$ cat config.mk
export PLATFORM = sky130hd
export DESIGN_NAME = load_store_unit
export DESIGN_NICKNAME = d
export VERILOG_FILES = /design/src/rtl/load_store_unit_pkg.sv /design/src/rtl/lsu_load_align.sv /design/src/rtl/load_store_unit.sv
export SDC_FILE = /design/constraint.sdc
export NUM_CORES = 1
export LEC_CHECK = 0
export ABC_AREA = 1
export CORE_MARGIN = 5
export CORE_UTILIZATION = 65
export CTS_BUF_LIST = sky130_fd_sc_hd__clkbuf_2 sky130_fd_sc_hd__clkbuf_4 sky130_fd_sc_hd__clkbuf_8
export DETAILED_ROUTE_END_ITERATION = 10
export DONT_BUFFER_PORTS = 1
export PLACE_DENSITY = 0.88
export REMOVE_ABC_BUFFERS = 1
export SLEW_MARGIN = 30
export SYNTH_ARGS = -nofsm -noshare
export SYNTH_HDL_FRONTEND = slang
export SYNTH_SLANG_ARGS = --single-unit
$ cat constraint.sdc
create_clock -name clk -period 2.9 [get_ports clk]
set_input_delay 0.29 -clock clk [delete_from_list [all_inputs] [get_ports clk]]
set_output_delay 0.29 -clock clk [all_outputs]
set_load 0.02 [all_outputs]
$ cat src/rtl/load_store_unit_pkg.sv
// load_store_unit_pkg: access-size encodings, FSM states, byte-lane constants and lane helpers
package load_store_unit_pkg;
  typedef enum logic [1:0] {SZ_BYTE = 2'b00, SZ_HALF = 2'b01, SZ_WORD = 2'b10, SZ_RSVD = 2'b11} access_size_e;
  typedef enum logic [1:0] {ST_IDLE, ST_ACCESS, ST_DONE} state_e;
  localparam logic [3:0] BE_BYTE0   = 4'b1000;
  localparam logic [3:0] BE_HALF_HI = 4'b1100;
  localparam logic [3:0] BE_HALF_LO = 4'b0011;
  localparam logic [3:0] BE_WORD    = 4'b1111;
  // big-endian: byte offset k lives in lane 3-k, so the byte enable walks down from bit 3
  function automatic logic [3:0] lane_be(input logic [1:0] size, input logic [1:0] off);
    return size == SZ_BYTE ? BE_BYTE0 >> off :
           size == SZ_HALF ? (off[1] ? BE_HALF_LO : BE_HALF_HI) : BE_WORD;
  endfunction
  function automatic logic [31:0] lane_wdata(input logic [1:0] size, input logic [31:0] d);
    return size == SZ_BYTE ? {4{d[7:0]}} : size == SZ_HALF ? {2{d[15:0]}} : d;
  endfunction
  function automatic logic misaligned(input logic [1:0] size, input logic [1:0] off);
    return size == SZ_HALF ? off[0] : size == SZ_WORD ? |off : size == SZ_RSVD;
  endfunction
endpackage

$ cat src/rtl/lsu_load_align.sv
// lsu_load_align: picks the addressed lane(s) of a read word and sign/zero-extends them
module lsu_load_align
  import load_store_unit_pkg::*;
(
  input  logic [31:0] rdata,
  input  logic [1:0]  off,
  input  logic [1:0]  size,
  input  logic        uns,
  output logic [31:0] data
);
  logic [7:0]  b;
  logic [15:0] h;
  always_comb begin
    b = off == 2'd0 ? rdata[31:24] : off == 2'd1 ? rdata[23:16] : off == 2'd2 ? rdata[15:8] : rdata[7:0];
    h = off[1] ? rdata[15:0] : rdata[31:16];
    data = size == SZ_BYTE ? {{24{~uns & b[7]}}, b} :
           size == SZ_HALF ? {{16{~uns & h[15]}}, h} : rdata;
  end
endmodule

$ cat src/rtl/load_store_unit.sv
// load_store_unit: IDLE/ACCESS/DONE memory access sequencer with timeout; LSU_MISALIGN_TRAP_EN enables alignment traps
module load_store_unit
  import load_store_unit_pkg::*;
#(
  parameter int TIMEOUT_CYCLES = 16
) (
  input  logic        clk,
  input  logic        rst,
  input  logic        MemoryRead,
  input  logic        MemoryWrite,
  input  logic [31:0] ALUResult,
  input  logic [31:0] read_data,
  input  logic [1:0]  AccessSize,
  input  logic        LoadUnsigned,
  output logic        mem_req,
  output logic        mem_we,
  output logic [31:0] mem_addr,
  output logic [3:0]  mem_be,
  output logic [31:0] mem_wdata,
  input  logic        mem_ready,
  input  logic [31:0] mem_rdata,
  output logic [31:0] readDataMemory,
  output logic        LSUBusy,
  output logic        LSUDone,
  output logic        AddrError,
  output logic        BusError
);
  state_e      state, state_nx;
  logic [7:0]  cnt;
  logic [1:0]  off, size;
  logic        uns, req, bad, expire, addr_err, bus_err;
  logic [31:0] load_val;
  assign req = MemoryRead | MemoryWrite;
`ifdef LSU_MISALIGN_TRAP_EN
  assign bad = misaligned(AccessSize, ALUResult[1:0]);
`else
  assign bad = 1'b0;
`endif
  // mem_ready in the last allowed cycle wins over the timeout
  assign expire = state == ST_ACCESS && !mem_ready && cnt == 8'(TIMEOUT_CYCLES - 1);
  always_ff @(posedge clk or negedge rst)
    if (!rst) state <= ST_IDLE;
    else state <= state_nx;
  always_comb begin
    state_nx = state == ST_IDLE ? (req ? (bad ? ST_DONE : ST_ACCESS) : ST_IDLE) :
               state == ST_ACCESS ? (mem_ready || expire ? ST_DONE : ST_ACCESS) : ST_IDLE;
    mem_req = state == ST_ACCESS;
    LSUDone = state == ST_DONE;
    LSUBusy = state != ST_IDLE || req;
    AddrError = addr_err;
    BusError = bus_err;
  end
  always_ff @(posedge clk or negedge rst) begin
    if (!rst) begin
      cnt <= '0;
      off <= '0;
      size <= '0;
      uns <= 1'b0;
      mem_we <= 1'b0;
      mem_addr <= '0;
      mem_be <= '0;
      mem_wdata <= '0;
      readDataMemory <= '0;
      addr_err <= 1'b0;
      bus_err <= 1'b0;
    end else begin
      if (state == ST_IDLE && req) begin
        off <= ALUResult[1:0];
        size <= AccessSize;
        uns <= LoadUnsigned;
        mem_we <= !MemoryRead;
        mem_addr <= {ALUResult[31:2], 2'b00};
        mem_be <= lane_be(AccessSize, ALUResult[1:0]);
        mem_wdata <= lane_wdata(AccessSize, read_data);
      end
      cnt <= state == ST_ACCESS ? cnt + 8'd1 : 8'd0;
      if (state == ST_ACCESS && mem_ready && !mem_we) readDataMemory <= load_val;
      addr_err <= state == ST_IDLE && req && bad;
      bus_err <= expire;
    end
  end
  lsu_load_align u_align (
    .rdata(mem_rdata),
    .off  (off),
    .size (size),
    .uns  (uns),
    .data (load_val)
  );
endmodule

# Word level (Yosys, flattened, before mapping)

Cells that the tools add are included.

Add/subtract/negate cells: 1
Equality and inequality tests: 7
Shift-type cells: 1
Multiplexer cells: 16
Bitwise logic cells: 4
Reductions and logical operators: 15

Operators by type and width:

| operator                                        | number |
|---|---|
| 2-to-1 mux 32 bit                               | 4 |
| 2-to-1 mux 8 bit                                | 4 |
| 2-to-1 mux 16 bit                               | 1 |
| 2-to-1 mux 4 bit                                | 3 |
| adder 8 x 1 -> 8 bit, second input constant     | 1 |
| == test 2 x 1 -> 1 bit, second input constant   | 4 |
| == test 8 x 4 -> 1 bit, second input constant   | 1 |
| logical NOT 2 bit                               | 4 |
| 2-to-1 mux 2 bit                                | 3 |
| logical AND 1 bit                               | 5 |
| == test 2 bit, second input constant            | 2 |
| >> shifter 4 x 2 -> 4 bit, first input constant | 1 |
| logical NOT 1 bit                               | 3 |
| bitwise AND 1 bit                               | 2 |
| logical OR 1 bit                                | 2 |
| nonzero test 2 bit                              | 1 |
| 2-to-1 mux 1 bit                                | 1 |
| NOT 1 bit                                       | 1 |
| bitwise OR 1 bit                                | 1 |

Bits in registers: 115
Bits of input ports: 104
Word-level logic and storage cells: 55

# Depth between registers and ports, before layout

Depth after elaboration: 7
Mapped depth: 11
Gate-level depth less buffers: 9

# Cells and area by module

A second synthesis with hierarchy kept.

Cells, all modules: 825
Area total of the unflattened synthesis: 6,104.6 µm²

Modules (own cells, without submodules):

| module          | times used | cells an instance | area each (µm²) | sequential area each (µm²) |
|---|---|---|---|---|
| load_store_unit | 1          | 596               | 5,094.9         | 2,877.8 |
| lsu_load_align  | 1          | 229               | 1,009.7         | 0.0 |

# Worst setup path before layout

Ideal clock, no wire load.

Kind: reg-to-reg
Start: register state[1]
End: register readDataMemory[10]
Setup time: 124 ps
Data arrival time: 1,215 ps
Data required time: 2,776 ps
Setup slack: 1,561 ps
Cell stages (with the launch flop): 8
Buffers on the path: 1
Period minus slack after synthesis: 1,339 ps
Path through: dfrtp_1 -> inv_1 -> nand2_2 -> inv_2 -> nand3b_2 -> clkbuf_1 -> a21oi_1 -> a21oi_1

Cells in the longest elaborated chain, start to end: 3

Ends and longest elaborated chain:

| what                            | RTL line              | RTL |
|---|---|---|
| start: declaration              | load_store_unit.sv:28 | `state_e state, state_nx;` |
| start signal: assignment        | load_store_unit.sv:43 | `else state <= state_nx;` |
| == test 2 x 1 -> 1 bit          | n/a                   |  |
| via mem_req                     | load_store_unit.sv:15 | `output logic mem_req,` |
| logical AND 1 bit (2 in series) | load_store_unit.sv:77 | `if (state == ST_ACCESS && mem_ready && !mem_we) readDataMemory <= load_val;` |
| end signal: assignment          | load_store_unit.sv:77 |  |
| end: declaration                | load_store_unit.sv:22 | `output logic [31:0] readDataMemory,` |

The timed path passes the listed nets, and every way through them passes these cells.
A chain may end at the register's enable or synchronous reset.

# Worst setup path after layout

Start: register off[1]
End: register readDataMemory[21]

Cells in the longest elaborated chain, start to end: 6

Ends and longest elaborated chain:

| what                           | RTL line              | RTL |
|---|---|---|
| start: declaration             | load_store_unit.sv:30 | `logic [1:0] off, size;` |
| start signal: assignment       | load_store_unit.sv:68 | `off <= ALUResult[1:0];` |
| == test 2 bit                  | lsu_load_align.sv:14  | `b = off == 2'd0 ? rdata[31:24] : off == 2'd1 ? rdata[23:16] : off == 2'd2 ? rdata[15:8] : rdata[7:0];` |
| 2-to-1 mux 8 bit (3 in series) | lsu_load_align.sv:14  |  |
| bitwise AND 1 bit              | lsu_load_align.sv:16  | `data = size == SZ_BYTE ? {{24{~uns & b[7]}}, b} :` |
| 2-to-1 mux 32 bit *            | lsu_load_align.sv:16  |  |

Mark *: on every way between the ends. The rest lies on a longest branch, timed or not.

==> qor.txt <==
total CTS buffers: 17
clk_lat worst skew: 0.43 ns
clock sink total: 115
via/cell ratio: 5.70
fill count: 612
Hold Slack: -0.450 ns
Final #Nets: 900
CP delay by family, top: flip-flops
Inserted Diodes: 0
worst r2r src: off[1]$_DFFE_PN0P_
number of synthesized flops with an enable pin: 0
fin util: 74.6%
path type of the worst min-delay path: primary input to async pin
critical path capture point type: flop
fin crit share: 73.9%
Final Slew Violations: 0
Unique masters post-synth: 32
drt first-iter violations: 357
largest family of logic cells by synthesized area: simple AND/OR/NAND/NOR gates
Max stage delay on crit path: 0.87 ns
warnings from Yosys: 0
crit path time final: 2.14 ns
most common cell after layout, fill and taps aside: nand2_1
CTS tree: done
xor/xnor share of the synthesized area: 0%
Area Overhead vs Synth: 13.0%
Reg2Reg Depth: 9
core area: 8640 um2
Slowest-stage cell, CP: dfrtp_1
status: complete, but fails checks
Post-DRT Antenna Nets: 0
largest net degree at the start of global routing: 116
Critical Path Source: off[1]$_DFFE_PN0P_
Slew @ Worst Pin: 0.858 ns
Avg Synthesized Cell Area: 7.40 um2
Total GRT Usage: 30.5%
number of max-cap violations: 0
Initial Util: 66.0%
CTS root buffer: clkbuf_8
power share of the clock group: 19.4%
1st-pass router iterations: 5
failing checks: negative hold slack
post-synthesis compound-gate area fraction: 8.71%
Max VDD drop: 0.000676 V
Synth Area in Simple Gates: 32.0%
DP Cell Count: 845
die width: 104 um
#FFs+latches synth: 115
DR WL/cell: 18.0 um
Rows: 34
Worst R2R Setup Slack: 0.76 ns
CTS max path bufs: 2
CP Cell Sequence: inv_4 -> nand3_1 -> nand2_1 -> inv_1 -> nand2_2 -> nand3_2 -> nand2_1 -> nand2_1 -> nand2_1
dpl ws: 0.757 ns
DPL Wire Length: 10.7 mm
WL final: 16.5 mm
Adder-Cell Fraction of Synth Area: 0.219%
initial antenna violation count: 0
R2R Path End: readDataMemory[21]$_DFFE_PN0P_
setup ws final: 0.757 ns
CP max FO: 24
Arr. time, crit path: 2.46 ns
Setup crit end: readDataMemory[21]$_DFFE_PN0P_
switch share: 49.5%
H-tree lvl count: 4
Hold Vio Cnt, Final: 115
clock slew at reported path FFs: 0.08 ns
final setup violation count: 0
combinational share of power: 30.3%
FMAX: 0.467 GHz
die height: 104 um
Post-Syn Instances: 771
CP dominant cell by count: nand2_1
Finished Layout Cells: 916
clock skew: 0.0151 ns
synthesized area: 5700 um2
most frequent cells in the layout: 357 x nand2_1, 115 x dfrtp_1, 63 x inv_1
crit start category: flop
grt total ovfl: 0
first-pass GRT wire length: 26.7 mm
port bufs: 0
asr flop ratio synth: 100%
GPL Wtd Cong: 0.892
CTS resizes: 0
leak pwr: 3.46 nW
switching power: 3.79 mW
via count: 5,219
die area: 10,700 um2
Bufs and invs on worst path: 2
Seq pwr share: 50.4%
critical path class: flop to flop
Crit path required time: 3.22 ns
Synth Flop Type: dfrtp_1
Critical Path Stages: 9
share of layout cells above drive strength 1: 6.56%
Int Pwr: 3.87 mW
RSZ-0062 raised after global routing: no
drt drc: 0
Slew Limit Headroom: 42.8%
register area share after synthesis: 50.5%
vias in the first global route: 5,179
IO Count: 210
Power Density: 1190 nW/um2
multiplexer share of the synthesized area: 0%
[metrics by stage]
stage,instance area (um2),TNS [ns],power (mW),hold slack (ns)
6_report,6450,0,7.66,-0.450
5_1_grt,6450,0,8.17,-0.476
4_1_cts,6440,0,7.60,-0.463
3_5_place_dp,5660,0,6.08,-0.00297
3_3_place_gp,5660,0,5.94,-0.00258
2_1_floorplan,5500,-0.655,5.37,-0.00559
[repair_timing]
action,4_1_cts,5_1_grt
setup endpoints to repair,0,0
buffers inserted,0,0
hold buffers,38,1
hold endpoints to repair,153,116
[worst register-to-register path, stage by stage (launching register included)]
cell	delay (ns)
dfrtp_1	0.87
inv_4	0.23
nand3_1	0.13
nand2_1	0.07
inv_1	0.06
nand2_2	0.06
nand3_2	0.35
nand2_1	0.12
nand2_1	0.09
nand2_1	0.06
[cell families (layout without fill, tap and decap cells)]
family	Yosys count	count (layout)
compound gates	92	92
fa+ha+maj	1	1
simple gates	452	452
buf+inv	110	145
other cells	1	3
flops	115	115
[area by class of cell]
class / count / area, um2 / area share, %
sequential: 115 / 2880 / 44.6
multi-input combinational: 548 / 2350 / 36.5
inverter: 71 / 274 / 4.25
clock inverter: 12 / 118 / 1.82
timing repair buffer: 42 / 413 / 6.41
tap: 108 / 135 / 2.10
clock buffer: 20 / 275 / 4.27
[power groups by stage]
stage | combinational, mW | sequential [mW] | clock, mW
floorplan | 1.76 | 3.61 | 0
global placement | 2.09 | 3.85 | 0
global route | 2.65 | 3.94 | 1.58
finish | 2.32 | 3.86 | 1.48
CTS | 2.26 | 3.85 | 1.49
detailed placement | 2.22 | 3.86 | 0
[sequential cells by signal, summed over array words and instances, names as in the netlist]
register        cells
BusError            1
cnt                 8
mem_addr           30
mem_be              4
mem_wdata          32
mem_we              1
off                 2
readDataMemory     32
size                2
state               2
uns                 1
[cells in the mapped netlist (6+ instances only)]
library cell  number  area [um2]
nand2_1          357        1340
dfrtp_1          115        2880
inv_1             63         236
nor2_1            47         176
a21oi_1           45         225
o21ai_0           30         150
nand3_1           29         145
buf_2             17        85.1
clkbuf_1          13        48.8
a31oi_1            8        50.1
nand4_1            7        43.8
buf_4              6        45.0
[metal layers]
metal | part of all wire, % | GRT usage (%) | vias to the layer above
met5 | 0 | 0 | -
met4 | 2.6 | 11.1 | 0
met1 | 36 | 35.8 | 2454
met3 | 11 | 11.1 | 44
li1 | - | - | 2431
met2 | 51 | 51.2 | 290
[worst min-delay path by stage]
stage               cells after the start                              to  start
global route                            0        mem_addr[17]$_DFFE_PN0P_    rst
CTS                                     0  readDataMemory[22]$_DFFE_PN0P_    rst
detailed placement                      0  readDataMemory[22]$_DFFE_PN0P_    rst
finish                                  0  readDataMemory[22]$_DFFE_PN0P_    rst
floorplan                               0              BusError$_DFF_PN0_    rst
global placement                        0  readDataMemory[22]$_DFFE_PN0P_    rst
No activity file was read; power rests on OpenSTA's default activity.
